--- config.mk ---
export PLATFORM = sky130hd
export DESIGN_NAME = cnn12_buf_ctrl_flat
export DESIGN_NICKNAME = d
export VERILOG_FILES = /design/src/rtl/cnn12_buf_if.sv /design/src/rtl/cnn12_buf_ctrl.sv /design/src/flat_wrapper.sv
export SDC_FILE = /design/constraint.sdc
export NUM_CORES = 1
export LEC_CHECK = 0
export ABC_AREA = 1
export ABC_CLOCK_PERIOD_IN_PS = 7000
export CORE_ASPECT_RATIO = 1.1
export CORE_UTILIZATION = 60
export DETAILED_ROUTE_END_ITERATION = 12
export GPL_ROUTABILITY_DRIVEN = 0
export GPL_TIMING_DRIVEN = 0
export PLACE_DENSITY_LB_ADDON = 0.25
export REMOVE_ABC_BUFFERS = 1
export SETUP_SLACK_MARGIN = 0.02
export SYNTH_ARGS = -nofsm -noshare
export SYNTH_HDL_FRONTEND = slang
export SYNTH_SLANG_ARGS = --single-unit
--- constraint.sdc ---
create_clock -name clk -period 7 [get_ports clk]
set_input_delay 0.7 -clock clk [delete_from_list [all_inputs] [get_ports clk]]
set_output_delay 0.7 -clock clk [all_outputs]
set_load 0.01 [all_outputs]
--- src/rtl/cnn12_buf_if.sv ---
// Handshake/bus bundle between conv1/conv2 logic and the inter-layer buffer sequencer.
// stall_cnt is present only when CNN12_BUF_PERF_EN is defined.
interface cnn12_buf_if #(
  parameter int WADDR_W = 12,
  parameter int RADDR_W = 16
);
  logic               frame_start;
  logic               pix_valid;
  logic               rd_ready;
  logic               write_start;
  logic               write_valid;
  logic [WADDR_W-1:0] writeaddr1;
  logic               read_start;
  logic [RADDR_W-1:0] readaddr;
  logic               rd_data_valid;
  logic               win_first;
  logic               win_last;
  logic               frame_done;
  logic               busy;
  logic               overflow_err;
`ifdef CNN12_BUF_PERF_EN
  logic [31:0]        stall_cnt;
`endif

  modport master (
    output frame_start, pix_valid, rd_ready,
`ifdef CNN12_BUF_PERF_EN
    input  stall_cnt,
`endif
    input  write_start, write_valid, writeaddr1, read_start, readaddr,
           rd_data_valid, win_first, win_last, frame_done, busy, overflow_err
  );

  modport slave (
    input  frame_start, pix_valid, rd_ready,
`ifdef CNN12_BUF_PERF_EN
    output stall_cnt,
`endif
    output write_start, write_valid, writeaddr1, read_start, readaddr,
           rd_data_valid, win_first, win_last, frame_done, busy, overflow_err
  );
endinterface

--- src/rtl/cnn12_buf_ctrl.sv ---
// Fill/drain sequencer for the four-channel conv1->conv2 BRAM buffer.
// Define CNN12_BUF_PERF_EN to add the DRAIN stall counter (bus.stall_cnt).
module cnn12_buf_ctrl #(
  parameter int FM_W    = 24,
  parameter int FM_H    = 24,
  parameter int K       = 3,
  parameter int STRIDE  = 1,
  parameter int WADDR_W = 12,
  parameter int RADDR_W = 16,
  parameter int RD_LAT  = 1
) (
  input  logic       clk,
  input  logic       global_rst,
  cnn12_buf_if.slave bus
);

  localparam int NPIX = FM_W * FM_H;
  localparam int OW   = (FM_W - K) / STRIDE + 1;
  localparam int OH   = (FM_H - K) / STRIDE + 1;

  localparam logic [1:0] S_IDLE  = 2'd0;
  localparam logic [1:0] S_FILL  = 2'd1;
  localparam logic [1:0] S_DRAIN = 2'd2;
  localparam logic [1:0] S_FLUSH = 2'd3;

  localparam logic [WADDR_W-1:0] PIX_LAST = WADDR_W'(NPIX - 1);
  localparam logic [RADDR_W-1:0] R_LAST   = RADDR_W'(OH - 1);
  localparam logic [RADDR_W-1:0] C_LAST   = RADDR_W'(OW - 1);
  localparam logic [RADDR_W-1:0] K_LAST   = RADDR_W'(K - 1);
  localparam logic [RADDR_W-1:0] STRIDE_R = RADDR_W'(STRIDE);
  localparam logic [RADDR_W-1:0] FM_W_R   = RADDR_W'(FM_W);
  localparam logic [RD_LAT-1:0]  PIPE_TAIL_ONLY = RD_LAT'(1) << (RD_LAT - 1);

  logic [1:0]         state_reg, state_next;
  logic [WADDR_W-1:0] pix_cnt_reg, pix_cnt_next;
  logic [WADDR_W-1:0] writeaddr1_reg, writeaddr1_next;
  logic               write_start_reg, write_start_next;
  logic               write_valid_reg, write_valid_next;
  logic               read_start_reg, read_start_next;
  logic [RADDR_W-1:0] readaddr_reg, readaddr_next;
  logic               frame_done_reg, frame_done_next;
  logic               busy_reg, busy_next;
  logic               overflow_err_reg, overflow_err_next;
  logic [RADDR_W-1:0] r_reg, r_next, c_reg, c_next;
  logic [RADDR_W-1:0] ky_reg, ky_next, kx_reg, kx_next;
  logic [RADDR_W-1:0] r_adv, c_adv, ky_adv, kx_adv;

  logic               issue;
  logic               tap_first, tap_last, tap_final;
  logic [RD_LAT-1:0]  pipe_valid, pipe_first, pipe_last;

  function automatic logic [RADDR_W-1:0] tap_addr(
    input logic [RADDR_W-1:0] r,
    input logic [RADDR_W-1:0] c,
    input logic [RADDR_W-1:0] ky,
    input logic [RADDR_W-1:0] kx
  );
    return (r * STRIDE_R + ky) * FM_W_R + c * STRIDE_R + kx;
  endfunction

  assign tap_first = (ky_reg == '0) && (kx_reg == '0);
  assign tap_last  = (ky_reg == K_LAST) && (kx_reg == K_LAST);
  assign tap_final = tap_last && (r_reg == R_LAST) && (c_reg == C_LAST);

  // Window counters after one issued tap; kx is innermost, r outermost.
  always_comb begin
    r_adv  = r_reg;
    c_adv  = c_reg;
    ky_adv = ky_reg;
    kx_adv = kx_reg;
    if (kx_reg != K_LAST) begin
      kx_adv = kx_reg + RADDR_W'(1);
    end else begin
      kx_adv = '0;
      if (ky_reg != K_LAST) begin
        ky_adv = ky_reg + RADDR_W'(1);
      end else begin
        ky_adv = '0;
        if (c_reg != C_LAST) begin
          c_adv = c_reg + RADDR_W'(1);
        end else begin
          c_adv = '0;
          r_adv = r_reg + RADDR_W'(1);
        end
      end
    end
  end

  always_comb begin
    state_next        = state_reg;
    pix_cnt_next      = pix_cnt_reg;
    writeaddr1_next   = writeaddr1_reg;
    write_start_next  = write_start_reg;
    write_valid_next  = 1'b0;
    read_start_next   = read_start_reg;
    readaddr_next     = readaddr_reg;
    frame_done_next   = 1'b0;
    overflow_err_next = overflow_err_reg;
    r_next            = r_reg;
    c_next            = c_reg;
    ky_next           = ky_reg;
    kx_next           = kx_reg;
    issue             = 1'b0;

    if (bus.pix_valid && (state_reg != S_FILL)) begin
      overflow_err_next = 1'b1;
    end

    case (state_reg)
      S_IDLE: begin
        if (bus.frame_start) begin
          state_next       = S_FILL;
          write_start_next = 1'b1;
          pix_cnt_next     = '0;
          r_next           = '0;
          c_next           = '0;
          ky_next          = '0;
          kx_next          = '0;
        end
      end
      S_FILL: begin
        if (bus.pix_valid) begin
          write_valid_next = 1'b1;
          writeaddr1_next  = pix_cnt_reg + WADDR_W'(1);
          pix_cnt_next     = pix_cnt_reg + WADDR_W'(1);
          if (pix_cnt_reg == PIX_LAST) begin
            state_next       = S_DRAIN;
            pix_cnt_next     = '0;
            write_start_next = 1'b0;
            read_start_next  = 1'b1;
            readaddr_next    = '0;
          end
        end
      end
      S_DRAIN: begin
        if (bus.rd_ready) begin
          issue = 1'b1;
          if (tap_final) begin
            state_next = S_FLUSH;
          end else begin
            r_next        = r_adv;
            c_next        = c_adv;
            ky_next       = ky_adv;
            kx_next       = kx_adv;
            readaddr_next = tap_addr(r_adv, c_adv, ky_adv, kx_adv);
          end
        end
      end
      S_FLUSH: begin
        // frame_done is raised while still in FLUSH; the state returns to IDLE after it.
        if (frame_done_reg) begin
          state_next    = S_IDLE;
          readaddr_next = '0;
          r_next        = '0;
          c_next        = '0;
          ky_next       = '0;
          kx_next       = '0;
        end else if (pipe_valid == PIPE_TAIL_ONLY) begin
          frame_done_next = 1'b1;
          read_start_next = 1'b0;
        end
      end
      default: begin
        state_next = S_IDLE;
      end
    endcase

    busy_next = (state_next != S_IDLE);
  end

  always_ff @(posedge clk) begin
    if (!global_rst) begin
      state_reg        <= S_IDLE;
      pix_cnt_reg      <= '0;
      writeaddr1_reg   <= '0;
      write_start_reg  <= 1'b0;
      write_valid_reg  <= 1'b0;
      read_start_reg   <= 1'b0;
      readaddr_reg     <= '0;
      frame_done_reg   <= 1'b0;
      busy_reg         <= 1'b0;
      overflow_err_reg <= 1'b0;
      r_reg            <= '0;
      c_reg            <= '0;
      ky_reg           <= '0;
      kx_reg           <= '0;
    end else begin
      state_reg        <= state_next;
      pix_cnt_reg      <= pix_cnt_next;
      writeaddr1_reg   <= writeaddr1_next;
      write_start_reg  <= write_start_next;
      write_valid_reg  <= write_valid_next;
      read_start_reg   <= read_start_next;
      readaddr_reg     <= readaddr_next;
      frame_done_reg   <= frame_done_next;
      busy_reg         <= busy_next;
      overflow_err_reg <= overflow_err_next;
      r_reg            <= r_next;
      c_reg            <= c_next;
      ky_reg           <= ky_next;
      kx_reg           <= kx_next;
    end
  end

  // Tap tags travel alongside the BRAM read so they line up with dout.
  for (genvar gi = 0; gi < RD_LAT; gi++) begin : g_pipe
    logic v_reg, f_reg, l_reg;
    logic v_in, f_in, l_in;
    if (gi == 0) begin : g_head
      assign v_in = issue;
      assign f_in = issue & tap_first;
      assign l_in = issue & tap_last;
    end else begin : g_tail
      assign v_in = pipe_valid[gi-1];
      assign f_in = pipe_first[gi-1];
      assign l_in = pipe_last[gi-1];
    end
    always_ff @(posedge clk) begin
      if (!global_rst) begin
        v_reg <= 1'b0;
        f_reg <= 1'b0;
        l_reg <= 1'b0;
      end else begin
        v_reg <= v_in;
        f_reg <= f_in;
        l_reg <= l_in;
      end
    end
    assign pipe_valid[gi] = v_reg;
    assign pipe_first[gi] = f_reg;
    assign pipe_last[gi]  = l_reg;
  end

`ifdef CNN12_BUF_PERF_EN
  logic [31:0] stall_cnt_reg;
  always_ff @(posedge clk) begin
    if (!global_rst) begin
      stall_cnt_reg <= '0;
    end else if ((state_reg == S_IDLE) && bus.frame_start) begin
      stall_cnt_reg <= '0;
    end else if ((state_reg == S_DRAIN) && !bus.rd_ready && (stall_cnt_reg != 32'hFFFF_FFFF)) begin
      stall_cnt_reg <= stall_cnt_reg + 32'd1;
    end
  end
  assign bus.stall_cnt = stall_cnt_reg;
`endif

  assign bus.write_start   = write_start_reg;
  assign bus.write_valid   = write_valid_reg;
  assign bus.writeaddr1    = writeaddr1_reg;
  assign bus.read_start    = read_start_reg;
  assign bus.readaddr      = readaddr_reg;
  assign bus.rd_data_valid = pipe_valid[RD_LAT-1];
  assign bus.win_first     = pipe_first[RD_LAT-1];
  assign bus.win_last      = pipe_last[RD_LAT-1];
  assign bus.frame_done    = frame_done_reg;
  assign bus.busy          = busy_reg;
  assign bus.overflow_err  = overflow_err_reg;

endmodule

--- src/flat_wrapper.sv ---
// flat-port wrapper written by rule: the top's interface ports become plain ports
module cnn12_buf_ctrl_flat 
#(
  parameter int FM_W    = 24,
  parameter int FM_H    = 24,
  parameter int K       = 3,
  parameter int STRIDE  = 1,
  parameter int WADDR_W = 12,
  parameter int RADDR_W = 16,
  parameter int RD_LAT  = 1
)
  (clk, global_rst, bus_frame_start, bus_pix_valid, bus_rd_ready, bus_write_start, bus_write_valid, bus_writeaddr1, bus_read_start, bus_readaddr, bus_rd_data_valid, bus_win_first, bus_win_last, bus_frame_done, bus_busy, bus_overflow_err);
  cnn12_buf_if #(.WADDR_W(WADDR_W), .RADDR_W(RADDR_W)) bus_i ();
  input  logic clk;
  input  logic global_rst;
  input wire logic [$bits(bus_i.frame_start)-1:0] bus_frame_start;
  input wire logic [$bits(bus_i.pix_valid)-1:0] bus_pix_valid;
  input wire logic [$bits(bus_i.rd_ready)-1:0] bus_rd_ready;
  output wire logic [$bits(bus_i.write_start)-1:0] bus_write_start;
  output wire logic [$bits(bus_i.write_valid)-1:0] bus_write_valid;
  output wire logic [$bits(bus_i.writeaddr1)-1:0] bus_writeaddr1;
  output wire logic [$bits(bus_i.read_start)-1:0] bus_read_start;
  output wire logic [$bits(bus_i.readaddr)-1:0] bus_readaddr;
  output wire logic [$bits(bus_i.rd_data_valid)-1:0] bus_rd_data_valid;
  output wire logic [$bits(bus_i.win_first)-1:0] bus_win_first;
  output wire logic [$bits(bus_i.win_last)-1:0] bus_win_last;
  output wire logic [$bits(bus_i.frame_done)-1:0] bus_frame_done;
  output wire logic [$bits(bus_i.busy)-1:0] bus_busy;
  output wire logic [$bits(bus_i.overflow_err)-1:0] bus_overflow_err;
  assign bus_i.frame_start = bus_frame_start;
  assign bus_i.pix_valid = bus_pix_valid;
  assign bus_i.rd_ready = bus_rd_ready;
  assign bus_write_start = bus_i.write_start;
  assign bus_write_valid = bus_i.write_valid;
  assign bus_writeaddr1 = bus_i.writeaddr1;
  assign bus_read_start = bus_i.read_start;
  assign bus_readaddr = bus_i.readaddr;
  assign bus_rd_data_valid = bus_i.rd_data_valid;
  assign bus_win_first = bus_i.win_first;
  assign bus_win_last = bus_i.win_last;
  assign bus_frame_done = bus_i.frame_done;
  assign bus_busy = bus_i.busy;
  assign bus_overflow_err = bus_i.overflow_err;
  cnn12_buf_ctrl #(.FM_W(FM_W), .FM_H(FM_H), .K(K), .STRIDE(STRIDE), .WADDR_W(WADDR_W), .RADDR_W(RADDR_W), .RD_LAT(RD_LAT)) u_core (.clk(clk), .global_rst(global_rst), .bus(bus_i));
endmodule
# ---- Word level (Yosys, flattened, before mapping)
# Cells that the tools add are included.
dict set report op_classes {
  bitwise_logic 4
  eq_ne 20
  add_sub_neg 8
  multipliers 1
  reduce_logical 21
  n_mux 52
}
# cell count
set ops {}
lappend ops {{16-bit 2-to-1 mux} 23}
lappend ops {{16-bit one-hot mux with 3 select lines} 5}
lappend ops {{16-bit by 1-bit adder with 16-bit output, second input constant} 4}
lappend ops {{16-bit adder} 3}
lappend ops {{12-bit 2-to-1 mux} 3}
lappend ops {{16-bit by 2-bit equality test with 1-bit output, second input constant} 2}
lappend ops {{16-bit by 5-bit equality test with 1-bit output, second input constant} 2}
lappend ops {{16-bit zero test} 2}
lappend ops {{16-bit by 2-bit inequality test with 1-bit output, second input constant} 2}
lappend ops {{12-bit one-hot mux with 2 select lines} 1}
lappend ops {{16-bit by 2-bit multiplier with 13-bit output, second input constant} 1}
lappend ops {{16-bit by 5-bit inequality test with 1-bit output, second input constant} 1}
lappend ops {{12-bit by 1-bit adder with 12-bit output, second input constant} 1}
lappend ops {{12-bit by 10-bit equality test with 1-bit output, second input constant} 1}
lappend ops {{2-bit 2-to-1 mux} 6}
lappend ops {{1-bit 2-to-1 mux} 11}
lappend ops {{2-bit inequality test, second input constant} 5}
lappend ops {{5-bit AND reduction} 2}
lappend ops {{2-bit by 1-bit inequality test with 1-bit output, second input constant} 4}
lappend ops {{2-bit one-hot mux with 4 select lines} 1}
lappend ops {{6-bit AND reduction} 1}
lappend ops {{2-bit nonzero test} 3}
lappend ops {{3-bit nonzero test} 2}
lappend ops {{1-bit logical AND} 5}
lappend ops {{other kinds (10)} 15}
dict set report word_totals {
  ff_bits 115
  output_inout_bits 37
}

# ---- Longest topological paths before layout
# Gate-level depths: netlist (run 1).
dict set report depth {
  depth_word 11
  depth_mapped 38
  depth_no_buf 38
}

# ---- Worst setup path after synthesis (run 1)
# OpenSTA, ideal clock, no wires.
dict set report synth_timing {
  kind {register to register}
  start {register u_core.kx_reg[0]}
  end {register u_core.readaddr_reg[15], in the netlist u_core.bus.readaddr[15]}
  path_stages_with_launch 34
  required_ns 6.868
  path_slack_ns 1.578
  setup_time_ns 0.132
  t_arrival_ns 5.290
  cell_sequence {dfxtp_1 -> inv_1 -> ha_1 -> nand2_1 -> nor2_2 -> nand2_2 -> clkinv_1 -> clkbuf_1 -> nand3_1 -> o21ai_0 -> ha_1 -> fa_1 -> nand3_1 -> nand2_1 -> xor2_1 -> ha_1 -> inv_1 -> o21bai_1 -> a21oi_1 -> o21bai_1 -> a21oi_1 -> o21bai_1 -> nand2_1 -> o21ai_0 -> xnor2_1 -> fa_1 -> inv_1 -> ha_1 -> nand2_1 -> or2_2 -> o2111ai_1 -> nand3_1 -> nand3_1 -> a21oi_1}
}
dict set report synth_via {
  elab_chain_cells 9
  elab_cells_between_ends 19
}
# item line_no
set synth_lines {}
lappend synth_lines {{from (decl)} cnn12_buf_ctrl.sv:45} ;# logic [RADDR_W-1:0] ky_reg, ky_next, kx_reg, kx_next;
lappend synth_lines {{from (signal assigned)} cnn12_buf_ctrl.sv:201} ;# kx_reg <= kx_next;
lappend synth_lines {{16-bit by 2-bit inequality test with 1-bit output} cnn12_buf_ctrl.sv:71} ;# if (kx_reg != K_LAST) begin
lappend synth_lines {{16-bit 2-to-1 mux} cnn12_buf_ctrl.sv:71}
lappend synth_lines {{16-bit adder} cnn12_buf_ctrl.sv:58} ;# return (r * STRIDE_R + ky) * FM_W_R + c * STRIDE_R + kx;
lappend synth_lines {{16-bit by 2-bit multiplier with 13-bit output} cnn12_buf_ctrl.sv:58}
lappend synth_lines {{16-bit adder (2 in series)} cnn12_buf_ctrl.sv:58}
lappend synth_lines {{16-bit 2-to-1 mux} cnn12_buf_ctrl.sv:138} ;# if (tap_final) begin
lappend synth_lines {{16-bit 2-to-1 mux} cnn12_buf_ctrl.sv:136} ;# if (bus.rd_ready) begin
lappend synth_lines {{16-bit one-hot mux with 3 select lines} cnn12_buf_ctrl.sv:109} ;# case (state_reg)
lappend synth_lines {{to (signal assigned)} cnn12_buf_ctrl.sv:194} ;# readaddr_reg <= readaddr_next;
lappend synth_lines {{to (decl)} cnn12_buf_ctrl.sv:40} ;# logic [RADDR_W-1:0] readaddr_reg, readaddr_next;
# Several ways; a longest one is shown, not always the timed one. The select of a mux whose other input is x is not followed.
# A chain may end at the register's enable or synchronous reset.

# ---- Worst setup path in the final report (run 1)
dict set report layout_timing {
  start {register u_core.kx_reg[12]}
  end {register u_core.readaddr_reg[15], in the netlist u_core.bus.readaddr[15]}
}
# Same word-level chain as after synthesis.

==> metrics.md, run 1 <==
| Metric | Value |
|---|---|
| Outcome | completed |
| Critical path type | flop to flop |
| Cell Area, Synth | approximately 0.0084 sq mm |
| Met3 GRT Util | 0.0626 |
| Synth area leader | dfxtp_1 |
| Comb power frac | 0.036 |
| Die Area | around 0.015 sq mm |
| Area growth from synthesis to layout | 13.9% |
| Port bufs | 41 |
| Post-Syn Instances | ~1300 |
| Hpwl dp | 15100 um |
| Routed via count | between 8000 and 9000 |
| Multi-input logic area | 0.00522 sq mm |
| Number of clock sinks | approximately 120 |
| # fillers | 1179 |
| Post-Route Skew | ~9.3 ps |
| Hold_buf cts | 0 |
| Sw frac | 0.253 |
| Die H | 126 um |
| Met2 Use GR | 0.497 |
| Internal | 1.15 mW |
| Final Hold Vio Count | 0 |
| Final Setup Violations | 0 |
| Critical Path RT | 7360 ps |
| Slew of the pin with the lowest slew margin | 1090 ps |
| Slew margin rel. | 0.269 |
| Clock group share of total power | 0.532 |
| Busiest grt layer | met2 |
| Area after DPL | 0.00893 sq mm |
| Register area share after synthesis | 0.273 |
| Register Area | around 0.0023 sq mm |
| Maximum clock rate | 0.154 GHz |
| TritonCTS clock tree | yes |
| Sw Pwr | slightly below 400 uW |
| # IOs | 42 |
| Setup TNS | 0 ps |
| CP Capture Type | flop |
| Fin. max-slew vios | 0 |
| Final net count | around 1400 |
| Worst skew pair latency | 430 ps |
| Clock transition at the registers of the reported paths | 60 ps |
| Yosys warnings | 0 |
| Final Util | 0.697 |
| DRC | 0 |
| P_leak | around 4 nW |
| Synth unique cells | 52 |
| Placeable Area | roughly 0.014 sq mm |
| Synth area leaders | dfxtp_1, nand2_1, inv_1, a21oi_1, ha_1 |
| Post-synth top area share | 0.273 |
| Total CTS buffers | 17 |
| Final Instance Area | 0.00962 sq mm |
| Delay-heaviest family, CP | simple AND/OR/NAND/NOR gates |
| Number of synthesized flops with an enable pin | 0 |
| Worst EP arrival | ~7000 ps |
| Initial DRC count | 734 |
| Chip Width | roughly 120 um |
| Global-route wire length before repair | 34200 um |
| Layout cell share with drive strength beyond 1 | 0.0679 |
| ANT cells | 0 |
| Clk root buf | clkbuf_16 |
| CP bufs+invs | 7 |
| Peak VDD IR | roughly 0.12 mV |
| PwrDens | 160 mW/mm^2 |
| Effective utilization at floorplan | 0.612 |
| Critical path launch point type | flop |
| Drt wl/cell | between 10 and 15 um |
| WL final | roughly 21000 um |
| Minimum clock period | 6500 ps |
| Sequential Power Share | 0.432 |
| Syn avg cell area | roughly 6.6 sq um |
| CP most frequent cell | inv_1 |
| Vias in the first global route | 7530 |
| Htree depth | 4 |
| Flops & latches, synth | between 100 and 150 |
| Largest stage delay, worst path | about 490 ps |
| Met1 Usage GRT | 0.365 |
| FP Rows | 45 |
| Final period utilization | 0.929 |
| Hold Crit Class | flop to flop |
| Worst-path maximum fanout | 13 |
| Max_cap viols | 0 |
| Residual overflow from global routing | 0 |
| GR Util All Layers | 0.297 |
| Clock Tree Buf Depth | 2 |
| Unrepaired setup endpoints after global routing | false |
| Antenna Nets Post-Route | 0 |
| Pre-Repair DR Iteration Count | 6 |
| Most common flop cell mapped by yosys | dfxtp_1 |
| Crit-path slowest cell | fa_1 |
| Largest net degree at the start of global routing | 75 |
| Drt via density | 5.45 |
| Initial antenna violation count | 0 |
| Async S/R FF share, synth | 0 |
==> layout make-up <==
cell class              count  area share
inverters                 198      0.0783
clock inverters            14      0.0121
clock buffers              18      0.0457
repair buffers             55      0.0570
multi-input cells         940       0.543
flip-flops and latches    115       0.239
well taps                 188      0.0245
==> layout by cell type (no fill, tap or decap), drive strengths merged, types with 6 or more instances in the layout <==
| cell type | synthesis | layout |
|---|---|---|
| nand4 | 18 | 18 |
| fa | 15 | 15 |
| inv | 197 | 204 |
| nor4 | 11 | 11 |
| clkdlybuf4s50 | 0 | 41 |
| o21ai | 32 | 32 |
| dfxtp | 115 | 115 |
| o21bai | 6 | 6 |
| or2 | 12 | 12 |
| a21oi | 130 | 130 |
| nor3 | 20 | 20 |
| xor2 | 38 | 38 |
| clkbuf | 16 | 18 |
| nor2 | 139 | 139 |
| nand3 | 84 | 84 |
| buf | 19 | 14 |
| o22ai | 8 | 8 |
| ha | 51 | 51 |
| xnor2 | 13 | 13 |
| nand2 | 326 | 326 |
==> timing repair <==
| item | in CTS | in global routing |
|---|---|---|
| gates resized for setup | 0 | 5 |
| setup endpoints to repair | 0 | 4 |
| buffers inserted | 0 | 13 |
==> routing by layer <==
layer | routed length [um] | share of wire
met1 | 8880 | 0.42
met2 | 10000 | 0.48
met3 | 1330 | 0.064
met4 | 704 | 0.034
met5 | 0 | 0
==> metrics by stage <==
stage               setup WS [ps]  std cells  total power [mW]  hold WS, ps
CTS                          28.2       1515              1.54          463
floorplan                    1400       1253             0.705          445
finish                        498       1528              1.53          460
detailed placement           84.9       1483             0.732          454
global placement              151       1482             0.729          450
global route                 22.6       1528              1.58          484
==> worst min-delay path, delay by kind of cell, from the launching register on <==
kind,cells,cell delay (ps)
AO/OA/AOI/OAI,1,50
AND/OR/NAND/NOR,1,60
flip-flops,1,310
==> kinds of logic (layout without fill, tap and decap cells) <==
kind of cell	after synthesis	in the layout	synth area share
buf+inv	233	285	0.111
xor+xnor	51	51	0.0529
flops	115	115	0.273
fa+ha+maj	66	66	0.111
simple gates	619	619	0.318
compound gates	203	203	0.133
mux	1	1	0.00133
==> cells in the mapped netlist, types with 3 or more instances <==
master,count
xor2_1,38
a31oi_1,3
a22oi_1,3
nand4_1,18
o21a_1,4
nand3_1,82
inv_1,192
ha_1,51
nand2_2,4
fa_1,15
o21ai_0,30
dfxtp_1,115
or2_2,12
xnor2_1,13
buf_6,5
a2bb2oi_1,4
inv_2,5
o31ai_1,3
nor4_1,9
buf_2,11
clkbuf_1,16
o21bai_1,6
nor2_1,129
a21oi_1,130
nand2_1,320
o22ai_1,8
nand3b_1,4
nor2_2,8
nor3_1,19
==> power groups by stage <==
stage	clock, mW	sequential [mW]	combinational [mW]
after floorplan	0	0.678	0.0270
after global placement	0	0.676	0.0530
after detailed placement	0	0.677	0.0551
after CTS	0.826	0.662	0.0552
after global routing	0.859	0.663	0.0604
final	0.816	0.662	0.0556
==> final timing paths <==
path | to | from | cells past startpoint | slack [ps]
setup / recovery | u_core.bus.readaddr[15] | u_core.kx_reg[12] | 36 | 500
hold / removal | u_core.bus.readaddr[2] | u_core.bus.readaddr[2] | 2 | 460
setup reg to reg | u_core.bus.readaddr[15] | u_core.kx_reg[12] | 36 | 500
hold reg to reg | u_core.bus.readaddr[2] | u_core.bus.readaddr[2] | 2 | 460
No activity file was read; power rests on OpenSTA's default activity.
==> run 2: changes to the inputs <==
--- a/config.mk
+++ b/config.mk
@@ -8,7 +8,7 @@
 export ABC_AREA = 1
 export ABC_CLOCK_PERIOD_IN_PS = 7000
 export CORE_ASPECT_RATIO = 1.1
-export CORE_UTILIZATION = 60
+export CORE_UTILIZATION = 50
 export DETAILED_ROUTE_END_ITERATION = 12
 export GPL_ROUTABILITY_DRIVEN = 0
 export GPL_TIMING_DRIVEN = 0
==> metrics.md, run 2 (synthesized netlist as in run 1, its figures left out) <==
| Metric | Value |
|---|---|
| Hpwl dp | 15200 um (+1.0%) |
| Internal | 1.22 mW (+6.2%) |
| # fillers | 1564 (+33%) |
| Worst EP arrival | 6800 ps (-60 ps) |
| Post-Route Skew | 8.46 ps (-0.850 ps) |
| Final Hold Vio Count | 0 (unchanged) |
| Largest stage delay, worst path | 500 ps (about the same) |
| GR Util All Layers | 0.242 (-0.0551) |
| Slew of the pin with the lowest slew margin | 1120 ps (+21.0 ps) |
| P_leak | 4.09 nW (about the same) |
| Slew margin rel. | 0.256 (-0.0129) |
| Number of clock sinks | 115 (unchanged) |
| CP most frequent cell | nand2_1 |
| Critical path launch point type | flop |
| Layout cell share with drive strength beyond 1 | 0.0637 (-0.00424) |
| Worst hold endpoint | u_core.bus.read_start |
| Clock transition at the registers of the reported paths | 60 ps (about the same) |
| Max_cap viols | 0 (unchanged) |
| ANT cells | 0 (unchanged) |
| Area growth from synthesis to layout | 14.3% |
| Comb power frac | 0.034 (-0.002) |
| TritonCTS clock tree | yes |
| Power Total | 1.63 mW (+6.2%) |
| Setup TNS | 0 ps (unchanged) |
| Peak VDD IR | 0.152 mV (+29%) |
| Worst-path maximum fanout | 18 (+5) |
| Critical Path RT | 7360 ps (about the same) |
| Placeable Area | 0.0164 sq mm (+19%) |
| Minimum clock period | 6450 ps (-55.2 ps) |
| Chip Width | 126 um (+9.4%) |
| Pre-Repair DR Iteration Count | 5 (-1) |
| FP Rows | 49 (+8.9%) |
| Sequential Power Share | 0.407 (-0.025) |
| Maximum clock rate | 0.155 GHz (+0.86%) |
| Sw frac | 0.253 (about the same) |
| Initial DRC count | 535 (-27%) |
| R2R cell count | 34 (-5.6%) |
| # IOs | 42 (unchanged) |
| Port bufs | 41 (unchanged) |
| PwrDens | 169 mW/mm^2 (+5.8%) |
| Drt via density | 5.27 (-3.3%) |
| Vias in the first global route | 7417 (-1.5%) |
| Global-route wire length before repair | 34300 um (+0.28%) |
| Unrepaired setup endpoints after global routing | false |
| Final period utilization | 0.921 (-0.00789) |
| Initial antenna violation count | 0 (unchanged) |
| Routed via count | 8112 (-2.6%) |
| Commonest non-fill, non-tap cell in the layout | nand2_1 |
| Worst skew pair latency | 430 ps (about the same) |
| Most frequent cells in the layout | nand2_1, inv_1, a21oi_1 |
| Drt wl/cell | 13.5 um (-1.5%) |
| Largest net degree at the start of global routing | 68 (-9.3%) |
| Outcome | completed |
| Effective utilization at floorplan | 0.514 (-0.0982) |
| Worst hold slack | 456 ps (-3.87 ps) |
| Hold Crit Class | flop to flop |
| Final net count | 1393 (-0.36%) |
| Clk root buf | clkbuf_16 |
| Antenna Nets Post-Route | 0 (unchanged) |
| Final Setup Violations | 0 (unchanged) |
| Total CTS buffers | 17 (unchanged) |
| WL final | 20700 um (-0.78%) |
| Reg2reg end | u_core.bus.readaddr[15] |
| Critical path type | flop to flop |
| Residual overflow from global routing | 0 (unchanged) |
| Clock group share of total power | 0.559 (+0.027) |
| Die H | 138 um (+9.4%) |
| Sw Pwr | 412 uW (+6.2%) |
| Die Area | 0.0174 sq mm (+20%) |
| Fin. max-slew vios | 0 (unchanged) |
| CP Capture Type | flop |
| Min-Delay Path Depth | 1 (-1) |
| Clock Tree Buf Depth | 2 (unchanged) |
| R2r setup slk | 550 ps (+60 ps) |
| Htree depth | 4 (unchanged) |
| Hold_sp | u_core.bus.rd_data_valid |
| RR Startpoint | u_core.kx_reg[0] |
| Crit-path slowest cell | fa_1 |
| DRC | 0 (unchanged) |
[run 2: changes by cell type in the layout (fill, tap and decap cells not counted), moves of 2 or more]
cell / change
buf_4: -5
inv_8: +3
bufinv_16: +2
clkinv_4: -3
[run 2: power by group through the flow]
stage	clock, mW	sequential [mW]	combinational, mW
floorplan	0	0.678	0.0270
global placement	0	0.677	0.0538
detailed placement	0	0.677	0.0553
CTS	0.918	0.662	0.0555
global route	0.946	0.662	0.0606
finish	0.911	0.662	0.0557
[run 2: worst max-delay path: cells and delay by family, from the launching register on]
kind / cells / cell delay (ps)
flip-flops: 1 / 410
AO/OA/AOI/OAI: 10 / 1790
buffers and inverters: 5 / 670
AND/OR/NAND/NOR: 12 / 1420
adder cells (fa/ha/maj): 5 / 1770
XOR/XNOR: 2 / 330
[run 2: area by class of cell]
cell class	count	area [sq um]	area share
flip-flops and latches	115	2300	0.239
well taps	204	255	0.0265
clock buffers	17	425	0.0441
inverters	198	753	0.0781
clock inverters	15	180	0.0187
repair buffers	50	510	0.0529
multi-input cells	940	5220	0.541
[run 2: worst max-delay path by stage]
| stage | from | to | slack, ps |
|---|---|---|---|
| after floorplan | u_core.kx_reg[0] | u_core.bus.readaddr[15] | 1400 |
| after global placement | u_core.kx_reg[0] | u_core.bus.readaddr[15] | 140 |
| after detailed placement | u_core.kx_reg[8] | u_core.bus.readaddr[15] | 130 |
| after CTS | u_core.kx_reg[8] | u_core.bus.readaddr[15] | 70 |
| after global routing | u_core.kx_reg[1] | u_core.bus.readaddr[15] | 9 |
| final | u_core.kx_reg[0] | u_core.bus.readaddr[15] | 550 |
[run 2: metal layers]
layer,wire length [um],part of all wire,vias up,global-route usage
met5,0,0,-,0
met4,413,0.020,0,0.0831
met3,902,0.043,28,0.0484
met2,10000,0.48,184,0.416
met1,9420,0.45,3694,0.300
li1,-,-,4206,-
[run 2: stage by stage]
step | utilization | setup WS (ps) | area (sq um) | std cells
after floorplan | - | 1400 | 8250 | 1253
after global placement | 0.543 | 139 | 8920 | 1498
after detailed placement | 0.545 | 133 | 8950 | 1499
after CTS | 0.581 | 74.8 | 9550 | 1531
after global routing | 0.587 | 9.17 | 9650 | 1539
final | 0.587 | 554 | 9650 | 1539
[run 2: timing repair]
item / in CTS / in global routing
buffers inserted: 0 / 8
endpoints found under the setup margin: 0 / 4
hold buffers: 0 / 0
resized for setup: 0 / 6
